## src/rtl/led_seq_pkg.sv

```systemverilog
// Shared definitions for the LED blink sequencer.
//   led_state_e : sequencer phase (IDLE / ON / OFF / GAP)
//   timer_w()   : width of the phase down-counter for a given set of
//                 phase lengths; the counter only ever holds LEN-1.
package led_seq_pkg;

  typedef enum logic [1:0] {
    ST_IDLE = 2'd0,
    ST_ON   = 2'd1,
    ST_OFF  = 2'd2,
    ST_GAP  = 2'd3
  } led_state_e;

  function automatic int timer_w(input int on_cyc, input int off_cyc, input int gap_cyc);
    int m;
    m = on_cyc;
    if (off_cyc > m) m = off_cyc;
    if (gap_cyc > m) m = gap_cyc;
    // Loaded values are at most m-1, so $clog2(m) bits suffice; keep >= 1 bit.
    if (m < 2) return 1;
    return $clog2(m);
  endfunction

endpackage

```

## src/rtl/seq_timer.sv

```systemverilog
// Loadable down-counter shared by all blink phases.
//   clk, rst_n   : clock, async active-low reset
//   load_i       : load load_val_i this edge (wins over counting)
//   load_val_i   : value to load (phase length minus one)
//   zero_o       : counter currently reads zero (last cycle of a phase)
// The counter stops at zero rather than wrapping.
module seq_timer #(
  parameter int W = 8
) (
  input  logic         clk,
  input  logic         rst_n,
  input  logic         load_i,
  input  logic [W-1:0] load_val_i,
  output logic         zero_o
);

  logic [W-1:0] cnt_q;
  logic [W-1:0] cnt_d;

  always_comb begin
    cnt_d = cnt_q;
    if (load_i) begin
      cnt_d = load_val_i;
    end else if (cnt_q != '0) begin
      cnt_d = cnt_q - W'(1);
    end
  end

  always_ff @(posedge clk or negedge rst_n) begin
    if (!rst_n) begin
      cnt_q <= '0;
    end else begin
      cnt_q <= cnt_d;
    end
  end

  assign zero_o = (cnt_q == '0);

endmodule

```

## src/rtl/led_blink_seq.sv

```systemverilog
// Sequenced LED driver: turns a one-cycle trigger into N timed blinks.
//   clk, rst_n : clock, async active-low reset
//   trig       : one-cycle start pulse; blink_cnt sampled with it
//   blink_cnt  : number of blinks (0 = ignore trigger)
//   rpt        : repeat the sequence after a GAP (sampled at sequence end)
//   stop       : abort at next edge, discards any pending retrigger
//   led        : registered LED drive, active-high
//   busy       : sequence in progress (decoded from registered state)
//   done       : registered one-cycle pulse on normal non-repeating end
//   dbg_state  : current sequencer state, for observation only
//
// Handshake: trig is a fire-and-forget pulse with no ready; while busy a
// nonzero trig is parked as a pending count (last write wins) and takes
// effect at the next GAP->ON, or as a restart right after a normal end.
module led_blink_seq
  import led_seq_pkg::*;
#(
  parameter int ON_CYC  = 12_500_000,
  parameter int OFF_CYC = 12_500_000,
  parameter int GAP_CYC = 50_000_000,
  parameter int CNT_W   = 4
) (
  input  logic             clk,
  input  logic             rst_n,
  input  logic             trig,
  input  logic [CNT_W-1:0] blink_cnt,
  input  logic             rpt,
  input  logic             stop,
  output logic             led,
  output logic             busy,
  output logic             done,
  output led_state_e       dbg_state
);

  localparam int TW = timer_w(ON_CYC, OFF_CYC, GAP_CYC);
  localparam logic [TW-1:0]    ON_LD   = TW'(ON_CYC - 1);
  localparam logic [TW-1:0]    OFF_LD  = TW'(OFF_CYC - 1);
  localparam logic [TW-1:0]    GAP_LD  = TW'(GAP_CYC - 1);
  localparam logic [CNT_W-1:0] CNT_ONE = CNT_W'(1);

  led_state_e       state_q, state_d;
  logic [CNT_W-1:0] remain_q, remain_d;
  logic [CNT_W-1:0] cur_cnt_q, cur_cnt_d;
  logic [CNT_W-1:0] pend_cnt_q, pend_cnt_d;
  logic             pend_vld_q, pend_vld_d;
  logic             led_q, led_d;
  logic             done_q, done_d;

  logic             tmr_load;
  logic [TW-1:0]    tmr_val;
  logic             tmr_zero;
  logic             trig_ok;
  logic             seq_end;

  seq_timer #(.W(TW)) u_timer (
    .clk        (clk),
    .rst_n      (rst_n),
    .load_i     (tmr_load),
    .load_val_i (tmr_val),
    .zero_o     (tmr_zero)
  );

  assign trig_ok = trig && (blink_cnt != '0);

  // State and datapath registers.
  always_ff @(posedge clk or negedge rst_n) begin
    if (!rst_n) begin
      state_q    <= ST_IDLE;
      remain_q   <= '0;
      cur_cnt_q  <= '0;
      pend_cnt_q <= '0;
      pend_vld_q <= 1'b0;
      led_q      <= 1'b0;
      done_q     <= 1'b0;
    end else begin
      state_q    <= state_d;
      remain_q   <= remain_d;
      cur_cnt_q  <= cur_cnt_d;
      pend_cnt_q <= pend_cnt_d;
      pend_vld_q <= pend_vld_d;
      led_q      <= led_d;
      done_q     <= done_d;
    end
  end

  // Next-state and datapath update.
  always_comb begin
    state_d    = state_q;
    remain_d   = remain_q;
    cur_cnt_d  = cur_cnt_q;
    pend_cnt_d = pend_cnt_q;
    pend_vld_d = pend_vld_q;
    tmr_load   = 1'b0;
    tmr_val    = ON_LD;
    seq_end    = 1'b0;

    case (state_q)
      ST_IDLE: begin
        if (trig_ok) begin
          cur_cnt_d  = blink_cnt;
          remain_d   = blink_cnt;
          pend_vld_d = 1'b0;
          tmr_load   = 1'b1;
          tmr_val    = ON_LD;
          state_d    = ST_ON;
        end else if (pend_vld_q) begin
          // Restart with the count parked during the previous sequence.
          cur_cnt_d  = pend_cnt_q;
          remain_d   = pend_cnt_q;
          pend_vld_d = 1'b0;
          tmr_load   = 1'b1;
          tmr_val    = ON_LD;
          state_d    = ST_ON;
        end
      end
      ST_ON: begin
        if (tmr_zero) begin
          remain_d = remain_q - CNT_ONE;
          tmr_load = 1'b1;
          tmr_val  = OFF_LD;
          state_d  = ST_OFF;
        end
      end
      ST_OFF: begin
        if (tmr_zero) begin
          if (remain_q != '0) begin
            tmr_load = 1'b1;
            tmr_val  = ON_LD;
            state_d  = ST_ON;
          end else if (rpt) begin
            tmr_load = 1'b1;
            tmr_val  = GAP_LD;
            state_d  = ST_GAP;
          end else begin
            seq_end = 1'b1;
            state_d = ST_IDLE;
          end
        end
      end
      ST_GAP: begin
        if (tmr_zero) begin
          if (pend_vld_q) begin
            cur_cnt_d  = pend_cnt_q;
            remain_d   = pend_cnt_q;
            pend_vld_d = 1'b0;
          end else begin
            remain_d = cur_cnt_q;
          end
          tmr_load = 1'b1;
          tmr_val  = ON_LD;
          state_d  = ST_ON;
        end
      end
      default: state_d = ST_IDLE;
    endcase

    // A trigger during a running sequence only parks its count; placed
    // after the GAP consume so a same-cycle trigger is not lost.
    if (trig_ok && (state_q != ST_IDLE)) begin
      pend_cnt_d = blink_cnt;
      pend_vld_d = 1'b1;
    end

    // Abort overrides everything, including a simultaneous trigger.
    if (stop) begin
      state_d    = ST_IDLE;
      pend_vld_d = 1'b0;
      seq_end    = 1'b0;
      tmr_load   = 1'b0;
      remain_d   = remain_q;
      cur_cnt_d  = cur_cnt_q;
    end
  end

  // Output decode; led and done are registered from next-state values.
  always_comb begin
    led_d  = (state_d == ST_ON);
    done_d = seq_end;
  end

  assign led       = led_q;
  assign done      = done_q;
  assign busy      = (state_q != ST_IDLE);
  assign dbg_state = state_q;

endmodule

```

## config.mk

```make
export PLATFORM = sky130hd
export DESIGN_NAME = led_blink_seq
export DESIGN_NICKNAME = d
export VERILOG_FILES = /design/src/rtl/led_seq_pkg.sv /design/src/rtl/seq_timer.sv /design/src/rtl/led_blink_seq.sv
export SDC_FILE = /design/constraint.sdc
export NUM_CORES = 1
export LEC_CHECK = 0
export ABC_AREA = 1
export BUFFER_PORTS_ARGS = -buffer_cell sky130_fd_sc_hd__buf_2
export CORE_MARGIN = 5
export CORE_UTILIZATION = 60
export CTS_CLUSTER_DIAMETER = 60
export DETAILED_ROUTE_END_ITERATION = 7
export GPL_TIMING_DRIVEN = 0
export MAX_ROUTING_LAYER = met4
export PLACE_DENSITY_LB_ADDON = 0.3
export SLEW_MARGIN = 10
export SYNTH_ARGS = -nofsm -noshare
export SYNTH_HDL_FRONTEND = slang
export SYNTH_SLANG_ARGS = --single-unit
```

## constraint.sdc

```tcl
create_clock -name clk -period 5.3 [get_ports clk]
set_clock_uncertainty 0.15 [all_clocks]
set_input_delay 0.265 -clock clk [delete_from_list [all_inputs] [get_ports clk]]
set_output_delay 0.265 -clock clk [all_outputs]
set_load 0.005 [all_outputs]
```

; ---- Word level (Yosys, flattened, before mapping)
; Index checks and enable logic that the tools add are counted.
[totals]
reg_bits = 43
latchBits = 0
ram_bits = 0
romBits = 0
inputBits = 9
output_inout_bits = 5
elab_cells = 76
mem_count = 0
[op_classes]
addsub = 2
multipliers = 0
n_div = 0
n_lt_le_gt_ge = 0
n_eq_ne = 8
shifts = 0
n_mux = 40
n_bitwise = 1
reduce_logical = 17
[op_table]
columns = op, n
row1 = 26-bit 2-to-1 mux, 5
row2 = 26-bit one-hot mux with 2 select lines, 1
row3 = 26-bit zero test, 1
row4 = 26-bit nonzero test, 1
row5 = "26-bit by 1-bit subtractor with 26-bit output, second input constant", 1
row6 = 4-bit 2-to-1 mux, 6
row7 = 2-bit 2-to-1 mux, 8
row8 = 1-bit 2-to-1 mux, 15
row9 = 4-bit one-hot mux with 3 select lines, 1
row10 = 4-bit nonzero test, 3
row11 = 2-bit one-hot mux with 4 select lines, 1
row12 = 4-bit one-hot mux with 2 select lines, 1
row13 = 2-bit nonzero test, 3
row14 = 5-bit AND reduction, 1
row15 = "2-bit by 1-bit equality test with 1-bit output, second input constant", 2
row16 = "2-bit equality test, second input constant", 2
row17 = "2-bit inequality test, second input constant", 2
row18 = "4-bit inequality test, second input constant", 1
row19 = "4-bit by 1-bit subtractor with 4-bit output, second input constant", 1
row20 = "3-bit inequality test, second input constant", 1
row21 = 1-bit one-hot mux with 3 select lines, 1
row22 = 3-bit AND reduction, 1
row23 = 3-bit nonzero test, 1
row24 = 3-bit OR reduction, 1
row25 = 6 further kinds, 7

; ---- Longest topological paths before layout
; Gate-level depths: netlist (run 1).
[depth]
depth_word = 6
mapped_depth = 13
mapped_depth_nobuf = 13

; ---- Hierarchy
; Synthesis (run 1) repeated with hierarchy kept, for this count alone.
[hier_totals]
cells_unflattened = 452
hier_area_um2 = 3066.7
[modules_own_cells]
columns = module, n_inst, cells_each, area_each_um2, seq_area_each_um2
row1 = seq_timer, 1, 277, 1911.8, 650.6
row2 = led_blink_seq, 1, 175, 1154.9, 425.4

; ---- Least setup slack after synthesis (run 1)
; OpenSTA, ideal clock, no wires.
[synth_path]
kind = reg-to-reg
start = register state_q[0], in the netlist dbg_state[0]
end = register u_timer.cnt_q[19]
setup_ns = 0.121
arrival_time_ns = 1.605
required_time_ns = 5.029
setup_slack_ns = 3.424
stages_incl_launch_ff = 11
path_buffers = 1
period_less_slack_ns = 1.876
path_cell_list = dfrtp_1 > ha_1 > clkbuf_1 > nor2_1 > nand2_1 > nand2_2 > nand2_4 > nand2_4 > clkinv_4 > a21oi_1 > nand2_1
[synth_via]
elab_chain_cells = 5
elab_cells_between_ends = 11
cone_classes = eq/ne (3) / mux (4) / reduce/logical (4)
[synth_lines]
columns = element, line
row1 = start: declaration, led_blink_seq.sv:41  ; led_state_e state_q, state_d;
row2 = start signal: assignment, led_blink_seq.sv:76  ; state_q <= state_d;
row3 = 2-bit equality test or 2-bit by 1-bit equality test with 1-bit output (tied branches), led_blink_seq.sv:97  ; case (state_q)
row4 = 2-bit OR reduction (no line), n/a
row5 = 1-bit one-hot mux with 3 select lines, led_blink_seq.sv:97
row6 = 1-bit 2-to-1 mux, led_blink_seq.sv:165  ; if (stop) begin
row7 = 26-bit 2-to-1 mux or 2-bit nonzero test (tied branches), n/a
row8 = end signal: assignment, seq_timer.sv:33  ; cnt_q <= cnt_d;
row9 = end: declaration, seq_timer.sv:17  ; logic [W-1:0] cnt_q;
; Parallel ways exist; a longest one is shown, timed or not.
; A chain may end at the register's enable or synchronous reset.

; ---- Final worst setup path (run 1)
[layout_path]
start = register state_q[1], in the netlist dbg_state[1]
end = register u_timer.cnt_q[11]
; The elaborated chain is that of the path after synthesis.

==> impl_metrics.tcl, run 1 <==
set metrics [dict create \
    initialDrtViolationCount 168 \
    detailed_place_hpwl_mm 4.589 \
    routed_vias 2417 \
    timing.reg2reg.worst_path_depth 8 \
    period_share_pct 41.58 \
    cts_hold_buffers 0 \
    placementRows 24 \
    synth_async_sr_flop_share_pct 100.0 \
    syn_area_per_cell_um2 7.463 \
    cts.clk_slew.worst_paths_ns 0.08 \
    worst_slew_margin_rel_pct 35.71 \
    drt-vias-per-instance 5.481 \
    grt_max_degree 44 \
    groute.usage.overall_pct 22.80 \
    wire_length_of_the_first_global_routing_pass_mm 10.93 \
    crit_path_cell_trace "ha_1 -> clkbuf_1 -> nor2_1 -> nand2_1 -> nand2_2 -> nand2_4 -> a21oi_1 -> a21oi_1" \
    die-width_um 77.66 \
    synthTopCellsByArea "sky130_fd_sc_hd__dfrtp_1 39%, sky130_fd_sc_hd__nand2_1 12%, sky130_fd_sc_hd__nor2_1 7.5%" \
    first_global_vias 2331 \
    n_antenna_cell 0 \
    placement.setup.worst_slack_ns 3.144 \
    ys_seq_area_share_pct 39.18 \
    finish.instance_area_um2 2977 \
    period_minus_slack_ns 2.204 \
    finalHoldViolations 43 \
    rrSetupSlack_ns 3.10 \
    cell_occurring_most_often_along_the_worst_timing_path "sky130_fd_sc_hd__a21oi_1" \
    routed_wirelength_mm 6.171 \
    cts_made_buffers 5 \
    synth-seq-cells 43 \
    hp-class "input port to asynchronous set/reset pin" \
    yosysUniqueCellTypes 33 \
    final_nets 404 \
    worstReg2RegEnd "u_timer.cnt_q[11]" \
    max_freq_mhz 453.8 \
    start_util_pct 62.64 \
    synthesis.nets 384 \
    post_cts_resized 0 \
    cts_root_buffer "sky130_fd_sc_hd__clkbuf_8" \
    top_cells_by_count_synth "90 x sky130_fd_sc_hd__nand2_1, 55 x sky130_fd_sc_hd__nor2_1, 45 x sky130_fd_sc_hd__inv_1" \
    floorplan.die.height_um 77.66 \
    startpoint_of_the_worst_register_to_register_path "dbg_state[1]" \
    drv_slew 0 \
    io_pins 14 \
    tightest_slew_ns 0.9643 \
    mappedNetlistArea_um2 2746 \
    placement.io_buffers 13 \
    drt_drc_violations_left 0 \
    violated_checks "hold timing" \
    drt_pass1_iterations 4 \
    antenna_found_initial 0 \
    fp.coreArea_um2 4384 \
    power.ir.vdd_worst_uv 232.6 \
    worst-setup-path-type "flop to flop" \
    power_leakage_nw 1.482 \
    synth_edf_count 0 \
    critPathRequiredTime_ns 5.31 \
    crit_path_start_kind "flop" \
    cp.arrival_ns 2.21 \
    cts_tree "built" \
    cts_sinks 43 \
    crit_path_max_delay_cell_type "sky130_fd_sc_hd__dfrtp_1" \
    post-synth-top-count-cell "sky130_fd_sc_hd__nand2_1" \
    hold-worst-slack_ns -0.03391 \
    setup_violations 0 \
    cp_max_fo 9 \
    fin_ws_ns 3.096 \
    syn2layout_area_growth_pct 8.383 \
    worstSkewPairLatency_ns 0.30 \
    avgRoutedWirePerCell_um 13.99 \
    dpl.cell_count 433 \
    maxCapViolations 0 \
    routabilityCongestion 0.9004 \
    detail_route_antenna_nets 0 \
    total_setup_buffers_inserted_after_cts 0 \
    final_cell_count_no_fill 441 \
    synthDominantAreaCellType "sky130_fd_sc_hd__dfrtp_1" \
    outcome "finished with violations" \
    synth-main-ff-cell "sky130_fd_sc_hd__dfrtp_1" \
    drive_gt1_share_pct 13.37 \
    globalRoute.totalOverflow 0 \
    placedInstanceArea_um2 2877 \
    rsz_0062_raised_after_global_routing "no" \
    design.die.area_um2 6030 \
    slowest_delay_ns 0.44 \
    synth.yosys.warnings 0 \
    timing.setup.tns_ns 0 \
    top_area_cell_type_share_of_the_netlist_area_pct 39.18 \
    clockBufferDepth 2 \
    cts-htree-levels 2 \
    synth_cells 368 \
    cellPowerDensity_nw_per_um2 392.8 \
    worst_setup_path_end_kind "flop" \
]
-- sequential cells by signal, summed over array words and instances (netlist names) --
signal / flops
dbg_state: 2
remain_q: 4
cur_cnt_q: 4
pend_vld_q: 1
pend_cnt_q: 4
led: 1
done: 1
u_timer.cnt_q: 26
-- through the flow --
| stage | total power, mW | utilization, % |
|---|---|---|
| finish | 1.169 | 67.89 |
| floorplan | 0.8224 | - |
| global placement | 0.9171 | 65.61 |
| detailed placement | 0.9338 | 65.61 |
| CTS | 1.170 | 67.89 |
| global route | 1.271 | 67.89 |
-- critical path, delay by kind of cell, from the launching register on --
kind | cells | cell delay [ns]
and+or+nand+nor | 4 | 0.61
AOI/OAI and AO/OA | 2 | 0.46
DFF | 1 | 0.44
adders and majority gates | 1 | 0.20
buffers and inverters | 1 | 0.20
-- how the worst max path moves through the flow --
stage / start / endpoint / cells after the start
after floorplan: dbg_state[0] / u_timer.cnt_q[19] / 10
after global placement: dbg_state[1] / u_timer.cnt_q[10] / 8
after detailed placement: dbg_state[1] / u_timer.cnt_q[10] / 8
after CTS: dbg_state[1] / u_timer.cnt_q[10] / 8
after global routing: dbg_state[1] / u_timer.cnt_q[11] / 8
final: dbg_state[1] / u_timer.cnt_q[11] / 8
-- layout make-up --
type,count,area [um^2]
multi-input combinational,276,1473
fill,353,1408
sequential,43,1076
inverter,46,177.7
clock buffer,8,100.1
timing repair buffer,13,65.06
tap,52,65.06
buffer,3,20.02
-- layout by cell type, fill, tap and decap left out, types with 2 or more instances in the layout --
master	instances
sky130_fd_sc_hd__a21oi_1	11
sky130_fd_sc_hd__nor3_1	5
sky130_fd_sc_hd__nand3b_1	3
sky130_fd_sc_hd__xnor2_1	7
sky130_fd_sc_hd__nand3_1	17
sky130_fd_sc_hd__o21ai_0	27
sky130_fd_sc_hd__nor2_2	8
sky130_fd_sc_hd__o211ai_2	2
sky130_fd_sc_hd__ha_1	7
sky130_fd_sc_hd__nand3_2	6
sky130_fd_sc_hd__or2_2	2
sky130_fd_sc_hd__buf_2	14
sky130_fd_sc_hd__o22ai_1	4
sky130_fd_sc_hd__clkbuf_8	7
sky130_fd_sc_hd__xor2_1	8
sky130_fd_sc_hd__nand2_4	4
sky130_fd_sc_hd__clkbuf_1	2
sky130_fd_sc_hd__nand2_1	90
sky130_fd_sc_hd__nor2_8	2
sky130_fd_sc_hd__dfrtp_1	43
sky130_fd_sc_hd__nand2_2	3
sky130_fd_sc_hd__nand4_1	7
sky130_fd_sc_hd__inv_1	45
sky130_fd_sc_hd__nor2_1	55
-- power by group --
group	internal, mW	switching, mW
Sequential	0.424	0.0780
Clock	0.119	0.114
Combinational	0.163	0.271
Total	0.706	0.463
-- cells by family (layout without fill, tap and decap cells) --
group | count (synthesis) | count (layout) | synth area share, %
buffers and inverters | 49 | 70 | 7.198
DFF | 43 | 43 | 39.18
AOI/OAI and AO/OA | 48 | 48 | 9.886
xor gates and xnor gates | 15 | 15 | 4.784
muxes | 1 | 1 | 0.4100
adders and majority gates | 7 | 7 | 3.189
and+or+nand+nor | 205 | 205 | 35.35
-- routing by layer --
metal  vias to the layer above  part of all wire, %  global-route usage [%]
met3                         8                  6.1                   3.704
met2                        64                   43                   32.55
met5                         -                    0                       -
met4                         0                  1.2                   6.014
met1                      1129                   50                   33.63
li1                       1216                    -                       -
Note: power is estimated with default switching activity, not from simulation.
==> inputs of run 2 (changes only) <==
--- a/config.mk
+++ b/config.mk
@@ -5,7 +5,7 @@
 export SDC_FILE = /design/constraint.sdc
 export NUM_CORES = 1
 export LEC_CHECK = 0
-export ABC_AREA = 1
+export ABC_AREA = 0
 export BUFFER_PORTS_ARGS = -buffer_cell sky130_fd_sc_hd__buf_2
 export CORE_MARGIN = 5
 export CORE_UTILIZATION = 60
==> constraint.sdc (replaced) <==
create_clock -name clk -period 2.2 [get_ports clk]
set_clock_uncertainty 0.15 [all_clocks]
set_input_delay 0.11 -clock clk [delete_from_list [all_inputs] [get_ports clk]]
set_output_delay 0.11 -clock clk [all_outputs]
set_load 0.005 [all_outputs]
==> impl_metrics.tcl, run 2 <==
set metrics [dict create \
    outcome "finished with violations" \
    violated_checks "setup timing" \
    placement.setup.worst_slack_ns -0.5548 \
    drt-vias-per-instance 7.043 \
    routed_wirelength_mm 8.410 \
    setup_violations 38 \
    die-width_um 75.38 \
    max_freq_mhz 378.4 \
    antenna_found_initial 0 \
    top_area_cell_type_share_of_the_netlist_area_pct 41.95 \
    cts.clk_slew.worst_paths_ns 0.09 \
    cts_root_buffer "sky130_fd_sc_hd__clkbuf_8" \
    cts-htree-levels 2 \
    finalCoreUtilization_pct 81.81 \
    period_share_pct 120.1 \
    io_pins 14 \
    most_common_cell_after_layout_fill_and_taps_aside "sky130_fd_sc_hd__dfrtp_1" \
    wire_length_of_the_first_global_routing_pass_mm 12.43 \
    first_global_vias 2468 \
    cp_max_fo 10 \
    fp.coreArea_um2 4086 \
    n_antenna_cell 0 \
    period_minus_slack_ns 2.643 \
    worst_setup_path_end_kind "flop" \
    rsz_0062_raised_after_global_routing "yes" \
    routed_vias 2634 \
    synth_async_sr_flop_share_pct 100.0 \
    report.power.total_mw 2.425 \
    detail_route_antenna_nets 0 \
    ys_seq_area_share_pct 41.95 \
    yosys.area_share.xor_xnor_pct 5.805 \
    drive_gt1_share_pct 34.57 \
    placement.io_buffers 13 \
    avgRoutedWirePerCell_um 22.49 \
    rrSetupSlack_ns -0.44 \
    worstSkewPairLatency_ns 0.31 \
    min_from "blink_cnt[2]" \
    initialDrtViolationCount 469 \
    top_cells_by_count_synth "43 x sky130_fd_sc_hd__dfrtp_1, 19 x sky130_fd_sc_hd__nor2_1, 17 x sky130_fd_sc_hd__nand2_1, 17 x sky130_fd_sc_hd__o21ai_0, 16 x sky130_fd_sc_hd__inv_1" \
    design.die.area_um2 5682 \
    finalHoldViolations 0 \
    detailed_place_hpwl_mm 4.064 \
    clockBufferDepth 2 \
    top_register "u_timer.cnt_q" \
    flip_flop_count_of_the_largest_register_after_layout 26 \
    final_nets 339 \
    placementRows 23 \
    timing.hold.worst_endpoint "cur_cnt_q[2]" \
    synth_cells 273 \
    hold-worst-slack_ns 0.02809 \
    timing.setup.tns_ns -11.36 \
    final_cell_count_no_fill 374 \
    timing.reg2reg.worst_path_depth 6 \
    worstReg2RegEnd "u_timer.cnt_q[25]" \
    power_leakage_nw 1.310 \
    worst_slew_margin_rel_pct 35.43 \
    floorplan.die.height_um 75.38 \
    hold_path_depth 3 \
    synth_edf_count 0 \
    layout_common_cells "42 x sky130_fd_sc_hd__dfrtp_1, 22 x sky130_fd_sc_hd__buf_4, 16 x sky130_fd_sc_hd__inv_1, 16 x sky130_fd_sc_hd__nor2_1, 16 x sky130_fd_sc_hd__nand2_1" \
    yosys-mux-area-fraction_pct 4.683 \
    yosys.area_share.simple_pct 23.27 \
    post-synth-top-count-cell "sky130_fd_sc_hd__dfrtp_1" \
    synth-seq-cells 43 \
    globalRoute.totalOverflow 0 \
    placedInstanceArea_um2 2744 \
    hp-class "input port to flop" \
    synth.yosys.warnings 0 \
    cts_sinks 43 \
    fin_ws_ns -0.4427 \
    synth_top_family_by_area "simple AND/OR/NAND/NOR gates" \
    crit_path_start_kind "flop" \
    cellPowerDensity_nw_per_um2 725.4 \
    synth-main-ff-cell "sky130_fd_sc_hd__dfrtp_1" \
    power.ir.vdd_worst_uv 546.8 \
    grt_max_degree 44 \
    cts_tree "built" \
    post_synth_fa_ha_maj_area_fraction_pct 3.415 \
    dpl.cell_count 336 \
    worst-setup-path-type "flop to flop" \
    finish.instance_area_um2 3343 \
    drv_slew 0 \
    mappedNetlistArea_um2 2565 \
    cp.arrival_ns 2.70 \
    synthesis.nets 289 \
    tightest_slew_ns 0.9686 \
    synthDominantAreaCellType "sky130_fd_sc_hd__dfrtp_1" \
    cts_made_buffers 5 \
    critPathLaunch "u_timer.cnt_q[20]" \
    synth-compound-area-share_pct 15.85 \
    startpoint_of_the_worst_register_to_register_path "u_timer.cnt_q[20]" \
    syn_area_per_cell_um2 9.395 \
    yosysUniqueCellTypes 50 \
    start_util_pct 62.77 \
    fillCellCount 226 \
    maxCapViolations 0 \
    groute.usage.overall_pct 30.29 \
    routabilityCongestion 0.8251 \
    critPathRequiredTime_ns 2.26 \
    syn2layout_area_growth_pct 30.34 \
    drt_drc_violations_left 0 \
    synthTopCellsByArea "sky130_fd_sc_hd__dfrtp_1 42%, sky130_fd_sc_hd__mux2_2 3.5%, sky130_fd_sc_hd__ha_1 3.4%" \
    drt_pass1_iterations 5 \
]
-- run 2: cell families (layout without fill, tap and decap cells) --
kind of cell | after synthesis | in the layout
fa+ha+maj | 7 | 7
compound gates | 60 | 60
flops | 43 | 43
simple gates | 108 | 108
xor+xnor | 17 | 17
buf+inv | 27 | 78
mux | 11 | 11
-- run 2: cell type report --
class	count	area (um^2)	share of cell area [%]
multi-input cells	203	1587	47.45
clock buffers	6	82.58	2.470
repair buffers	47	372.9	11.15
plain buffers	7	66.31	1.984
inverters	16	60.06	1.796
clock inverters	2	35.03	1.048
flip-flops and latches	43	1077	32.22
well taps	50	62.56	1.871
-- run 2: worst max path at each step --
stage	endpoint	slack (ns)
finish	u_timer.cnt_q[25]	-0.44
global placement	u_timer.cnt_q[17]	-0.53
CTS	led	-0.31
floorplan	led	-0.27
global route	u_timer.cnt_q[25]	-0.45
detailed placement	u_timer.cnt_q[15]	-0.55
-- run 2: worst max-delay path, stage by stage, from the launching register on --
cell	delay, ns
sky130_fd_sc_hd__dfrtp_1	0.41
sky130_fd_sc_hd__or4_4	0.55
sky130_fd_sc_hd__or4_4	0.59
sky130_fd_sc_hd__buf_6	0.19
sky130_fd_sc_hd__o211ai_1	0.28
sky130_fd_sc_hd__o21ai_2	0.18
sky130_fd_sc_hd__a21oi_1	0.19
-- run 2: timing repair --
item / CTS / global route
endpoints found under the hold margin: 50 / 0
hold buffers: 7 / 0
gates cloned: 1 / 1
endpoints found under the setup margin: 39 / 39
setup buffers: 19 / 6
pin swaps: 12 / 8
gates resized for setup: 34 / 23
-- run 2: report_power, final --
part	internal (mW)	switching (mW)	leakage [nW]
logic	0.321	0.400	0.749
clock network	0.368	0.282	0.0612
registers	0.918	0.137	0.500
-- run 2: routing by layer --
metal  vias up  GRT usage [%]  routed length (um)
met5         -              -                   0
met4         0          12.82                 510
met3        67          8.179                 832
met2       207          46.98                3829
met1      1258          37.26                3238
li1       1102              -                   -
==> inputs of run 3 (changes only) <==
--- a/config.mk
+++ b/config.mk
@@ -11,10 +11,10 @@
 export CORE_UTILIZATION = 60
 export CTS_CLUSTER_DIAMETER = 60
 export DETAILED_ROUTE_END_ITERATION = 7
-export GPL_TIMING_DRIVEN = 0
 export MAX_ROUTING_LAYER = met4
 export PLACE_DENSITY_LB_ADDON = 0.3
 export SLEW_MARGIN = 10
 export SYNTH_ARGS = -nofsm -noshare
 export SYNTH_HDL_FRONTEND = slang
+export SYNTH_HIERARCHICAL = 1
 export SYNTH_SLANG_ARGS = --single-unit
==> impl_metrics.tcl, run 3 <==
set metrics [dict create \
    outcome "finished with violations" \
    violated_checks "setup timing" \
    cts_sinks 43 \
    synth_cells 293 \
    routed_wirelength_mm 11.99 \
    placedInstanceArea_um2 3441 \
    start_util_pct 62.78 \
    placement.setup.worst_slack_ns -0.5219 \
    floorplan.die.height_um 77.97 \
    finalCoreUtilization_pct 89.91 \
    cellPowerDensity_nw_per_um2 1301 \
    power.share.switching_pct 44.45 \
    placementRows 24 \
    drt-vias-per-instance 7.414 \
    initialDrtViolationCount 838 \
    antenna_found_initial 0 \
    tightest_slew_ns 0.6474 \
    cts_root_buffer "sky130_fd_sc_hd__clkbuf_8" \
    layout_common_cells "68 x sky130_fd_sc_hd__buf_4, 43 x sky130_fd_sc_hd__dfrtp_1, 22 x sky130_fd_sc_hd__nand2_1" \
    synth_edf_count 0 \
    most_common_cell_after_layout_fill_and_taps_aside "sky130_fd_sc_hd__buf_4" \
    drt_pass1_iterations 7 \
    yosys.area_share.xor_xnor_pct 5.372 \
    final_nets 410 \
    n_antenna_cell 0 \
    yosysUniqueCellTypes 65 \
    finish.instance_area_um2 3969 \
    grtUsageMet1_pct 38.98 \
    mappedNetlistArea_um2 2771 \
    power_leakage_nw 1.760 \
    post_synth_fa_ha_maj_area_fraction_pct 2.709 \
    top_area_cell_type_share_of_the_netlist_area_pct 38.83 \
    synthDominantAreaCellType "sky130_fd_sc_hd__dfrtp_1" \
    fp.coreArea_um2 4414 \
    crit_path_start_kind "flop" \
    top_cells_by_count_synth "43 x sky130_fd_sc_hd__dfrtp_1, 30 x sky130_fd_sc_hd__nand2_1, 19 x sky130_fd_sc_hd__o21ai_0" \
    worst-setup-path-type "flop to flop" \
    worst_slew_margin_rel_pct 56.84 \
    syn2layout_area_growth_pct 43.21 \
    synth.yosys.warnings 6 \
    drt_drc_violations_left 0 \
    finalHoldViolations 0 \
    syn_area_per_cell_um2 9.459 \
    synth_top_family_by_area "simple AND/OR/NAND/NOR gates" \
    drive_gt1_share_pct 45.82 \
    worstSkewPairLatency_ns 0.32 \
    clockBufferDepth 2 \
    post-synth-top-count-cell "sky130_fd_sc_hd__dfrtp_1" \
    avgRoutedWirePerCell_um 26.83 \
    synth-seq-cells 43 \
    drv_slew 0 \
    fillCellCount 154 \
    hp-class "input port to flop" \
    cts_tree "built" \
    share_clk_of_total_power_pct 10.5 \
    internal_power_consumption_mw 2.867 \
    fin_ws_ns -0.8199 \
    synth_async_sr_flop_share_pct 100.0 \
    sequentialPowerShare_pct 27.6 \
    max_freq_mhz 331.1 \
    maxCapViolations 0 \
    wire_length_of_the_first_global_routing_pass_mm 15.39 \
    cts-htree-levels 2 \
    rsz_0062_raised_after_global_routing "yes" \
    cp_max_fo 7 \
    groute.layer.met2.usage_pct 54.17 \
    first_global_vias 3028 \
    detailed_place_hpwl_mm 5.427 \
    total_switching_power_mw 2.294 \
    synth-main-ff-cell "sky130_fd_sc_hd__dfrtp_1" \
    critPathRequiredTime_ns 2.24 \
    placement.io_buffers 13 \
    synth-compound-area-share_pct 18.19 \
    design.die.area_um2 6079 \
    yosys-mux-area-fraction_pct 5.914 \
    grt_max_degree 28 \
    io_pins 14 \
    timing.setup.tns_ns -23.06 \
    setup_violations 39 \
    period_minus_slack_ns 3.020 \
    cts.clk_slew.worst_paths_ns 0.09 \
    grt_peak_use_layer "met2" \
    routed_vias 3314 \
    share_comb_of_total_power_pct 61.9 \
    detail_route_antenna_nets 0 \
    die-width_um 77.97 \
    routabilityCongestion 0.8682 \
    groute.usage.overall_pct 33.25 \
    yosys.area_share.simple_pct 23.16 \
    cp.arrival_ns 3.06 \
    ys_seq_area_share_pct 38.83 \
    synthTopCellsByArea "sky130_fd_sc_hd__dfrtp_1 39%, sky130_fd_sc_hd__mux2_2 4.5%, sky130_fd_sc_hd__nand2_1 4.1%" \
    use_met3_pct 6.250 \
    worst_setup_path_end_kind "flop" \
    flip_flop_count_of_the_largest_register_after_layout 26 \
    globalRoute.totalOverflow 0 \
    cts_made_buffers 5 \
    period_share_pct 137.3 \
    power.ir.vdd_worst_uv 768.4 \
    top_register "u_timer/cnt_q" \
]
==> run 3: logic make-up after synthesis <==
family	Yosys count
mux	15
fa+ha+maj	6
other cells	2
xor+xnor	17
compound gates	69
simple gates	111
flops	43
buf+inv	30
==> run 3: final timing paths <==
path	startpoint	end	slack, ns	cells after the start
setup / recovery	u_timer/cnt_q[1]	u_timer/cnt_q[11]	-0.82	12
hold / removal	blink_cnt[0]	pend_cnt_q[0]	0.05	2
setup reg to reg	u_timer/cnt_q[1]	u_timer/cnt_q[11]	-0.82	12
hold reg to reg	cur_cnt_q[0]	cur_cnt_q[0]	0.42	1
max in group asynchronous	rst_n	u_timer/cnt_q[11]	1.08	3
min in group asynchronous	rst_n	u_timer/cnt_q[22]	0.20	2
==> run 3: metrics by stage <==
step / cells / hold WS (ns) / total power, mW
CTS: 444 / 0.04317 / 4.459
global placement: 427 / 0.004176 / 3.525
detailed placement: 427 / 0.01180 / 3.645
global route: 447 / 0.05494 / 5.321
finish: 447 / 0.04931 / 5.162
floorplan: 309 / -0.3356 / 2.671
==> run 3: repair_timing <==
item | 4_1_cts | 5_1_grt
hold endpoints to repair | 27 | 0
hold buffers | 3 | 0
setup endpoints to repair | 39 | 39
gates resized for setup | 50 | 33
buffers inserted | 5 | 2
pin swaps | 15 | 11
gates cloned | 2 | 2
==> run 3: power groups by stage <==
stage / clock network, mW / registers (mW) / logic (mW)
floorplan: 0 / 1.39 / 1.28
global placement: 0 / 1.34 / 2.18
detailed placement: 0 / 1.36 / 2.29
CTS: 0.521 / 1.37 / 2.57
global route: 0.574 / 1.45 / 3.30
finish: 0.542 / 1.43 / 3.19
==> run 3: layout make-up <==
cell class                      instances  area, um^2  share of cell area (%)
Clock inverter                          1       5.005                  0.1261
Sequential cell                        43        1076                   27.11
Timing Repair Buffer                   93       724.4                   18.25
Tap cell                               52       65.06                   1.639
Clock buffer                            6       82.58                   2.081
Timing Repair inverter                  1       6.256                  0.1576
Inverter                               14       61.31                   1.545
Multi-Input combinational cell        237        1948                   49.09
==> run 3: worst max-delay path, stage by stage (launching register included) <==
cell and delay, ns:
sky130_fd_sc_hd__dfrtp_1 0.42, sky130_fd_sc_hd__inv_2 0.11, sky130_fd_sc_hd__ha_4 0.15, sky130_fd_sc_hd__or4b_4 0.48, sky130_fd_sc_hd__nor4_2 0.16, sky130_fd_sc_hd__and3_4 0.26
sky130_fd_sc_hd__nand2_4 0.06, sky130_fd_sc_hd__o21bai_4 0.19, sky130_fd_sc_hd__a31oi_4 0.32, sky130_fd_sc_hd__buf_6 0.20, sky130_fd_sc_hd__buf_6 0.12, sky130_fd_sc_hd__nand2_1 0.07
sky130_fd_sc_hd__o21ai_1 0.19
==> run 3: layer usage <==
metal,share of wire (%),up-vias
li1,-,1247
met1,35,1514
met2,43,385
met3,12,168
met4,10,0
met5,0,-
